$ cat src/rtl/pb_display_pkg.sv
// Shared constants and helpers for the push-button counter/display block:
// active-low seven-segment patterns (bit 0 = a .. bit 6 = g), counter sizing and MAX.
package pb_display_pkg;

  localparam logic [6:0] SEG_0     = 7'b1000000;
  localparam logic [6:0] SEG_1     = 7'b1111001;
  localparam logic [6:0] SEG_2     = 7'b0100100;
  localparam logic [6:0] SEG_3     = 7'b0110000;
  localparam logic [6:0] SEG_4     = 7'b0011001;
  localparam logic [6:0] SEG_5     = 7'b0010010;
  localparam logic [6:0] SEG_6     = 7'b0000010;
  localparam logic [6:0] SEG_7     = 7'b1111000;
  localparam logic [6:0] SEG_8     = 7'b0000000;
  localparam logic [6:0] SEG_9     = 7'b0010000;
  localparam logic [6:0] SEG_A     = 7'b0001000;
  localparam logic [6:0] SEG_B     = 7'b0000011;
  localparam logic [6:0] SEG_C     = 7'b1000110;
  localparam logic [6:0] SEG_D     = 7'b0100001;
  localparam logic [6:0] SEG_E     = 7'b0000110;
  localparam logic [6:0] SEG_F     = 7'b0001110;
  localparam logic [6:0] SEG_BLANK = 7'b1111111;

  function automatic int count_width(input int digits);
    return 4 * digits;
  endfunction

  // Largest counter value before wrap: 10^digits-1 (BCD) or 16^digits-1 (hex).
  function automatic longint unsigned count_max(input int digits, input bit bcd);
    longint unsigned m;
    m = 1;
    for (int i = 0; i < digits; i++) m = m * (bcd ? 10 : 16);
    return m - 1;
  endfunction

  function automatic logic [6:0] seg_decode(input logic [3:0] nibble);
    case (nibble)
      4'h0: return SEG_0;
      4'h1: return SEG_1;
      4'h2: return SEG_2;
      4'h3: return SEG_3;
      4'h4: return SEG_4;
      4'h5: return SEG_5;
      4'h6: return SEG_6;
      4'h7: return SEG_7;
      4'h8: return SEG_8;
      4'h9: return SEG_9;
      4'hA: return SEG_A;
      4'hB: return SEG_B;
      4'hC: return SEG_C;
      4'hD: return SEG_D;
      4'hE: return SEG_E;
      default: return SEG_F;
    endcase
  endfunction

endpackage

$ cat src/rtl/pb_counter_display_if.sv
// Multiplexed seven-segment display pins: segments, decimal point, digit enables (all active-low).
interface pb_counter_display_if #(parameter int DIGITS = 4);
  logic [6:0]        seven_segment;
  logic              dp;
  logic [DIGITS-1:0] an;

  modport master (output seven_segment, output dp, output an);
  modport slave  (input  seven_segment, input  dp, input  an);
endinterface

$ cat src/rtl/button_debouncer.sv
// 2-flop synchroniser plus stable-sample debouncer; emits a one-cycle pulse when the
// accepted level flips 0->1.
module button_debouncer #(
  parameter int DEBOUNCE_CYCLES = 500000
) (
  input  logic clk,
  input  logic rst,
  input  logic raw,
  output logic pulse
);

  localparam int CNT_W = $clog2(DEBOUNCE_CYCLES);

  logic             sync1_reg;
  logic             sync2_reg;
  logic             level_reg;
  logic             pulse_reg;
  logic [CNT_W-1:0] stable_reg;

  always_ff @(posedge clk or negedge rst) begin
    if (!rst) begin
      sync1_reg  <= 1'b0;
      sync2_reg  <= 1'b0;
      level_reg  <= 1'b0;
      pulse_reg  <= 1'b0;
      stable_reg <= '0;
    end else begin
      sync1_reg <= raw;
      sync2_reg <= sync1_reg;
      pulse_reg <= 1'b0;
      if (sync2_reg == level_reg) begin
        stable_reg <= '0;
      end else if (stable_reg == CNT_W'(DEBOUNCE_CYCLES - 1)) begin
        // This is the DEBOUNCE_CYCLES-th consecutive differing sample.
        stable_reg <= '0;
        level_reg  <= sync2_reg;
        pulse_reg  <= sync2_reg;
      end else begin
        stable_reg <= stable_reg + 1'b1;
      end
    end
  end

  assign pulse = pulse_reg;

endmodule

$ cat src/rtl/pb_counter_display.sv
// Debounced up/down counter with multiplexed seven-segment output.
// Define COUNTER_BCD_EN for decimal digits; otherwise the counter is plain binary (hex display).
module pb_counter_display
  import pb_display_pkg::*;
#(
  parameter int DIGITS          = 4,
  parameter int DEBOUNCE_CYCLES = 500000,
  parameter int SCAN_DIV        = 50000
) (
  input  logic                             clk,
  input  logic                             rst,
  input  logic                             btn_up,
  input  logic                             btn_down,
  input  logic                             clear,
  output logic [count_width(DIGITS)-1:0]   count,
  pb_counter_display_if.master             disp
);

  localparam int CW    = count_width(DIGITS);
  localparam int PRE_W = $clog2(SCAN_DIV);
  localparam int IDX_W = (DIGITS > 1) ? $clog2(DIGITS) : 1;

  logic              up_pulse;
  logic              down_pulse;
  logic              clr_sync1_reg;
  logic              clr_sync2_reg;
  logic [CW-1:0]     count_reg;
  logic [CW-1:0]     count_next;
  logic [CW-1:0]     count_inc;
  logic [CW-1:0]     count_dec;
  logic [PRE_W-1:0]  prescale_reg;
  logic [IDX_W-1:0]  digit_idx_reg;
  logic [DIGITS-1:0] an_reg;
  logic [6:0]        seg_reg;

  button_debouncer #(.DEBOUNCE_CYCLES(DEBOUNCE_CYCLES)) u_deb_up (
    .clk   (clk),
    .rst   (rst),
    .raw   (btn_up),
    .pulse (up_pulse)
  );

  button_debouncer #(.DEBOUNCE_CYCLES(DEBOUNCE_CYCLES)) u_deb_down (
    .clk   (clk),
    .rst   (rst),
    .raw   (btn_down),
    .pulse (down_pulse)
  );

`ifdef COUNTER_BCD_EN
  logic       inc_carry;
  logic       dec_borrow;
  logic [3:0] digit_val;

  // Ripple decimal carry/borrow through the digits; 9..9+1 and 0..0-1 wrap naturally.
  always_comb begin
    count_inc  = '0;
    count_dec  = '0;
    inc_carry  = 1'b1;
    dec_borrow = 1'b1;
    digit_val  = '0;
    for (int i = 0; i < DIGITS; i++) begin
      digit_val = count_reg[4*i +: 4];
      if (!inc_carry)             count_inc[4*i +: 4] = digit_val;
      else if (digit_val == 4'd9) count_inc[4*i +: 4] = 4'd0;
      else begin
        count_inc[4*i +: 4] = digit_val + 4'd1;
        inc_carry           = 1'b0;
      end
      if (!dec_borrow)            count_dec[4*i +: 4] = digit_val;
      else if (digit_val == 4'd0) count_dec[4*i +: 4] = 4'd9;
      else begin
        count_dec[4*i +: 4] = digit_val - 4'd1;
        dec_borrow          = 1'b0;
      end
    end
  end
`else
  assign count_inc = count_reg + CW'(1);
  assign count_dec = count_reg - CW'(1);
`endif

  always_comb begin
    count_next = count_reg;
    if (clr_sync2_reg)                count_next = '0;
    else if (up_pulse && !down_pulse) count_next = count_inc;
    else if (down_pulse && !up_pulse) count_next = count_dec;
  end

  always_ff @(posedge clk or negedge rst) begin
    if (!rst) begin
      clr_sync1_reg <= 1'b0;
      clr_sync2_reg <= 1'b0;
      count_reg     <= '0;
    end else begin
      clr_sync1_reg <= clear;
      clr_sync2_reg <= clr_sync1_reg;
      count_reg     <= count_next;
    end
  end

  // Scan: an/segments follow the digit index one cycle later so they always agree.
  always_ff @(posedge clk or negedge rst) begin
    if (!rst) begin
      prescale_reg  <= '0;
      digit_idx_reg <= '0;
      an_reg        <= {{(DIGITS-1){1'b1}}, 1'b0};
      seg_reg       <= SEG_0;
    end else begin
      if (prescale_reg == PRE_W'(SCAN_DIV - 1)) begin
        prescale_reg  <= '0;
        digit_idx_reg <= (digit_idx_reg == IDX_W'(DIGITS - 1)) ? '0 : digit_idx_reg + 1'b1;
      end else begin
        prescale_reg <= prescale_reg + 1'b1;
      end
      an_reg  <= ~(DIGITS'(1) << digit_idx_reg);
      seg_reg <= seg_decode(count_reg[{digit_idx_reg, 2'b00} +: 4]);
    end
  end

  assign count              = count_reg;
  assign disp.an            = an_reg;
  assign disp.seven_segment = seg_reg;
  assign disp.dp            = 1'b1;

endmodule
$ cat src/flat_wrapper.sv
// flat-port wrapper written by rule: the top's interface ports become plain ports
module pb_counter_display_flat import pb_display_pkg::*;
#(
  parameter int DIGITS          = 4,
  parameter int DEBOUNCE_CYCLES = 500000,
  parameter int SCAN_DIV        = 50000
)
  (clk, rst, btn_up, btn_down, clear, count, disp_seven_segment, disp_dp, disp_an);
  pb_counter_display_if #(.DIGITS(DIGITS)) disp_i ();
  input  logic clk;
  input  logic rst;
  input  logic btn_up;
  input  logic btn_down;
  input  logic clear;
  output logic [count_width(DIGITS)-1:0] count;
  output wire logic [$bits(disp_i.seven_segment)-1:0] disp_seven_segment;
  output wire logic [$bits(disp_i.dp)-1:0] disp_dp;
  output wire logic [$bits(disp_i.an)-1:0] disp_an;
  assign disp_seven_segment = disp_i.seven_segment;
  assign disp_dp = disp_i.dp;
  assign disp_an = disp_i.an;
  pb_counter_display #(.DIGITS(DIGITS), .DEBOUNCE_CYCLES(DEBOUNCE_CYCLES), .SCAN_DIV(SCAN_DIV)) u_core (.clk(clk), .rst(rst), .btn_up(btn_up), .btn_down(btn_down), .clear(clear), .count(count), .disp(disp_i));
endmodule
$ cat config.mk
export PLATFORM = sky130hd
export DESIGN_NAME = pb_counter_display_flat
export DESIGN_NICKNAME = d
export VERILOG_FILES = /design/src/rtl/pb_display_pkg.sv /design/src/rtl/pb_counter_display_if.sv /design/src/rtl/button_debouncer.sv /design/src/rtl/pb_counter_display.sv /design/src/flat_wrapper.sv
export SDC_FILE = /design/constraint.sdc
export NUM_CORES = 1
export LEC_CHECK = 0
export ABC_AREA = 1
export CAP_MARGIN = 20
export CELL_PAD_IN_SITES_DETAIL_PLACEMENT = 1
export CELL_PAD_IN_SITES_GLOBAL_PLACEMENT = 2
export CORE_MARGIN = 2
export CORE_UTILIZATION = 32
export DETAILED_ROUTE_END_ITERATION = 10
export PLACE_DENSITY = 0.75
export SETUP_SLACK_MARGIN = 0.5
export SLEW_MARGIN = 20
export SYNTH_ARGS = -nofsm -noshare
export SYNTH_HDL_FRONTEND = slang
export SYNTH_SLANG_ARGS = --single-unit
$ cat constraint.sdc
create_clock -name clk -period 2.2 [get_ports clk]
set_clock_uncertainty 0.15 [all_clocks]
set_input_delay 0.44 -clock clk [delete_from_list [all_inputs] [get_ports clk]]
set_output_delay 0.44 -clock clk [all_outputs]
set_load 0.02 [all_outputs]
==> results.yml <==
outcome:
  status: "completed"
routing:
  drc_errors: 0
  wl_met2_mm: 8.57
  drt_iter0_drc: 227
  drt-met1-wl_mm: 7.75
  vias_per_cell: 4.86
  routedWlPerCell_um: 15.6
  wirelength_mm: 16.9
  antenna_left: 0
  top_layer_used: "met4"
  vias: 5282
  dr.pass1.iters: 4
  met3_length_um: 418
power_and_ir_drop:
  pwr-share-clk: 0.476
  p_int_uw: 2700
  seqPwrFrac: 0.492
  pwr-share-comb: 0.031
  ir_drop_v: 0.000408
  p_sw_frac: 0.233
  powerDensity_nw_per_um2: 464
  p_sw_uw: 824
  power_leakage_uw: 0.00355
global_route:
  grt_max_degree: 41
  grt_pass1_wl_mm: 27.7
  grt_pass1_vias: 5551
  grt-ovfl-total: 0
  antenna_found_initial: 0
  grt.total_usage: 0.187
worst_setup_path:
  crit_fanout: 18
  timing.rr.start: "u_core.u_deb_down.pulse$_DFF_PN0_"
  crit_chain: "inv_2 > ha_4 > clkinvlp_4 > buf_12 > fa_2 > buf_4 > nand2_2 > nand3_4 > nand2_2 > nand3b_1 > nand3_1 > nand2_1"
  startpoint_type: "flop"
  crit_type: "reg -> reg"
  r2r_cells: 12
  cp.arrival_ps: 2290
  crit_slowest_cell: "fa_2"
  end_kind: "flop"
  critical_path.max_stage_delay_ps: 450
  cp_common_cell: "nand2_2"
  crit_required_ps: 2300
  setup.worst_path.start: "u_core.u_deb_down.pulse$_DFF_PN0_"
  r2r_end: "u_core.count[10]$_DFFE_PN0P_"
  ff2ff_setup_slack_ps: 20
clock_tree:
  cts_tree: "done"
  htreeDepth: 3
  clock_sinks: 93
  clk_latency_ps: 360
  cts_buffer_depth: 2
  path_clk_slew_ps: 80
  clock-root-buffer: "clkbuf_16"
  cts_made_buffers: 9
final_layout:
  diodes: 0
  nets: 895
  final_common_cell: "nand2_1"
  multi_input_area_um2: 3470
  nFillCells: 2071
  drive_gt1_frac: 0.289
  finalNonFillerCells: 1086
  final_util: 0.439
  regArea_um2: 2360
  area_growth_pct: 33.7
  layout_common_cells: "nand2_1, inv_1, nor2_1, dfrtp_1, nand3_1"
  fin_area_um2: 7600
synth:
  synth_cell_types: 35
  async_flop_share: 1.00
  seq_area_frac_synth: 0.411
  ys_seq_elements: 93
  synthCells: 768
  dominantRegCellSynth: "dfrtp_1"
  synth_area_um2: 5680
  yosys_warnings: 0
  synth_edf_count: 0
  synth_fp_nets: 806
  avgSynthCellArea_um2: 7.40
floorplan:
  rows: 48
  die_area_um2: 18800
  start_util: 0.328
  io_pins: 33
  core_um2: 17300
  dieHeight_um: 137
  die_x_um: 137
timing:
  finalHoldViolCount: 0
  rsz0062_at_grt: "yes"
  fin_crit_sh: 0.993
  fin_crit_ps: 2180
  drv_slew: 0
  fmax_mhz: 458
  fin_ws_ps: 15.1
  holdWs_ps: 207
  setup_viol: 0
hold_path:
  hold_path.class: "reg -> reg"
  hold_depth: 0
  min_to: "u_core.u_deb_up.sync2_reg$_DFF_PN0_"
  hp-start: "u_core.u_deb_up.sync1_reg$_DFF_PN0_"
placement:
  io_buffers: 31
  dp_hpwl_mm: 11.6
  pre_cts_slack_ps: -28.5
  dp.cells: 1030
  placed_area_um2: 6390
  place.gp.congestion: 0.851
flow_run:
  maxCapViolCount: 0
## synth_stat cells (2+ instances only)
cell type	number	share of area
nand2_2	7	0.0077
buf_2	3	0.0026
nand3b_1	6	0.0079
nor3b_1	2	0.0026
inv_1	115	0.076
a21oi_1	21	0.019
nand3_1	55	0.048
nor2_2	4	0.0044
ha_1	32	0.070
buf_4	2	0.0026
nor3_1	24	0.021
nor4_1	2	0.0022
xnor2_1	4	0.0062
dfrtp_1	89	0.39
nor2_4	3	0.0059
xor2_1	27	0.042
nor2_1	101	0.067
nor3_2	3	0.0053
inv_2	5	0.0033
o21ai_1	5	0.0044
dfstp_2	4	0.019
clkbuf_1	2	0.0013
nand2_1	201	0.13
nand4_1	21	0.023
o21ai_0	20	0.018
## per-layer routing
layer | GRT usage | vias up
li1 | - | 2590
met1 | 0.240 | 2626
met2 | 0.326 | 53
met3 | 0.0287 | 13
met4 | 0.0533 | 0
met5 | 0 | -
## power groups by stage
stage / Sequential, uW / Clock, uW / Combinational [uW]
detailed placement: 1770 / 0 / 103
floorplan: 1760 / 0 / 37.2
CTS: 1730 / 1730 / 108
global placement: 1770 / 0 / 100
finish: 1740 / 1680 / 110
global route: 1740 / 1800 / 128
## per-stage QoR
| stage | total power [uW] | TNS, ps |
|---|---|---|
| 2_1_floorplan | 1800 | 0 |
| 3_3_place_gp | 1870 | 0 |
| 3_5_place_dp | 1870 | -69.8 |
| 4_1_cts | 3570 | 0 |
| 5_1_grt | 3660 | -1080 |
| 6_report | 3530 | 0 |
## kinds of logic after synthesis
kind of cell               share of synthesized area
buffers and inverters                         0.0859
and+or+nand+nor                                0.331
adders and majority gates                     0.0740
DFF                                            0.411
other                                       0.000660
AOI/OAI and AO/OA                             0.0496
xor gates and xnor gates                      0.0478
## area by class of cell
| class | instances | share of cell area |
|---|---|---|
| multi-input cells | 548 | 0.457 |
| flip-flops and latches | 93 | 0.310 |
| inverters | 120 | 0.0623 |
| clock inverters | 4 | 0.00725 |
| repair buffers | 84 | 0.0919 |
| repair inverters | 1 | 0.000988 |
| clock buffers | 11 | 0.0333 |
| well taps | 225 | 0.0371 |
## how the worst max path moves through the flow
stage | end | depth (start not counted) | slack, ps
6_report | u_core.count[10]$_DFFE_PN0P_ | 12 | 20
5_1_grt | u_core.count[15]$_DFFE_PN0P_ | 14 | -150
4_1_cts | u_core.count[12]$_DFFE_PN0P_ | 12 | 50
3_5_place_dp | u_core.count[15]$_DFFE_PN0P_ | 13 | -30
3_3_place_gp | u_core.count[10]$_DFFE_PN0P_ | 14 | 5
2_1_floorplan | u_core.count[14]$_DFFE_PN0P_ | 13 | 90
## what timing repair did
action / 4_1_cts / 5_1_grt
setup endpoints to repair: 79 / 64
gates resized for setup: 137 / 121
gates cloned: 1 / 0
pin swaps: 15 / 39
buffers inserted: 22 / 17
endpoints found under the hold margin: 24 / 0
hold buffers: 1 / 0
## critical path: cells and delay by family, from the launching register on
kind | cells | cell delay, ps
simple gates | 6 | 470
buf+inv | 4 | 480
flops | 1 | 370
fa+ha+maj | 2 | 590
(Power assumes the default switching activity.)
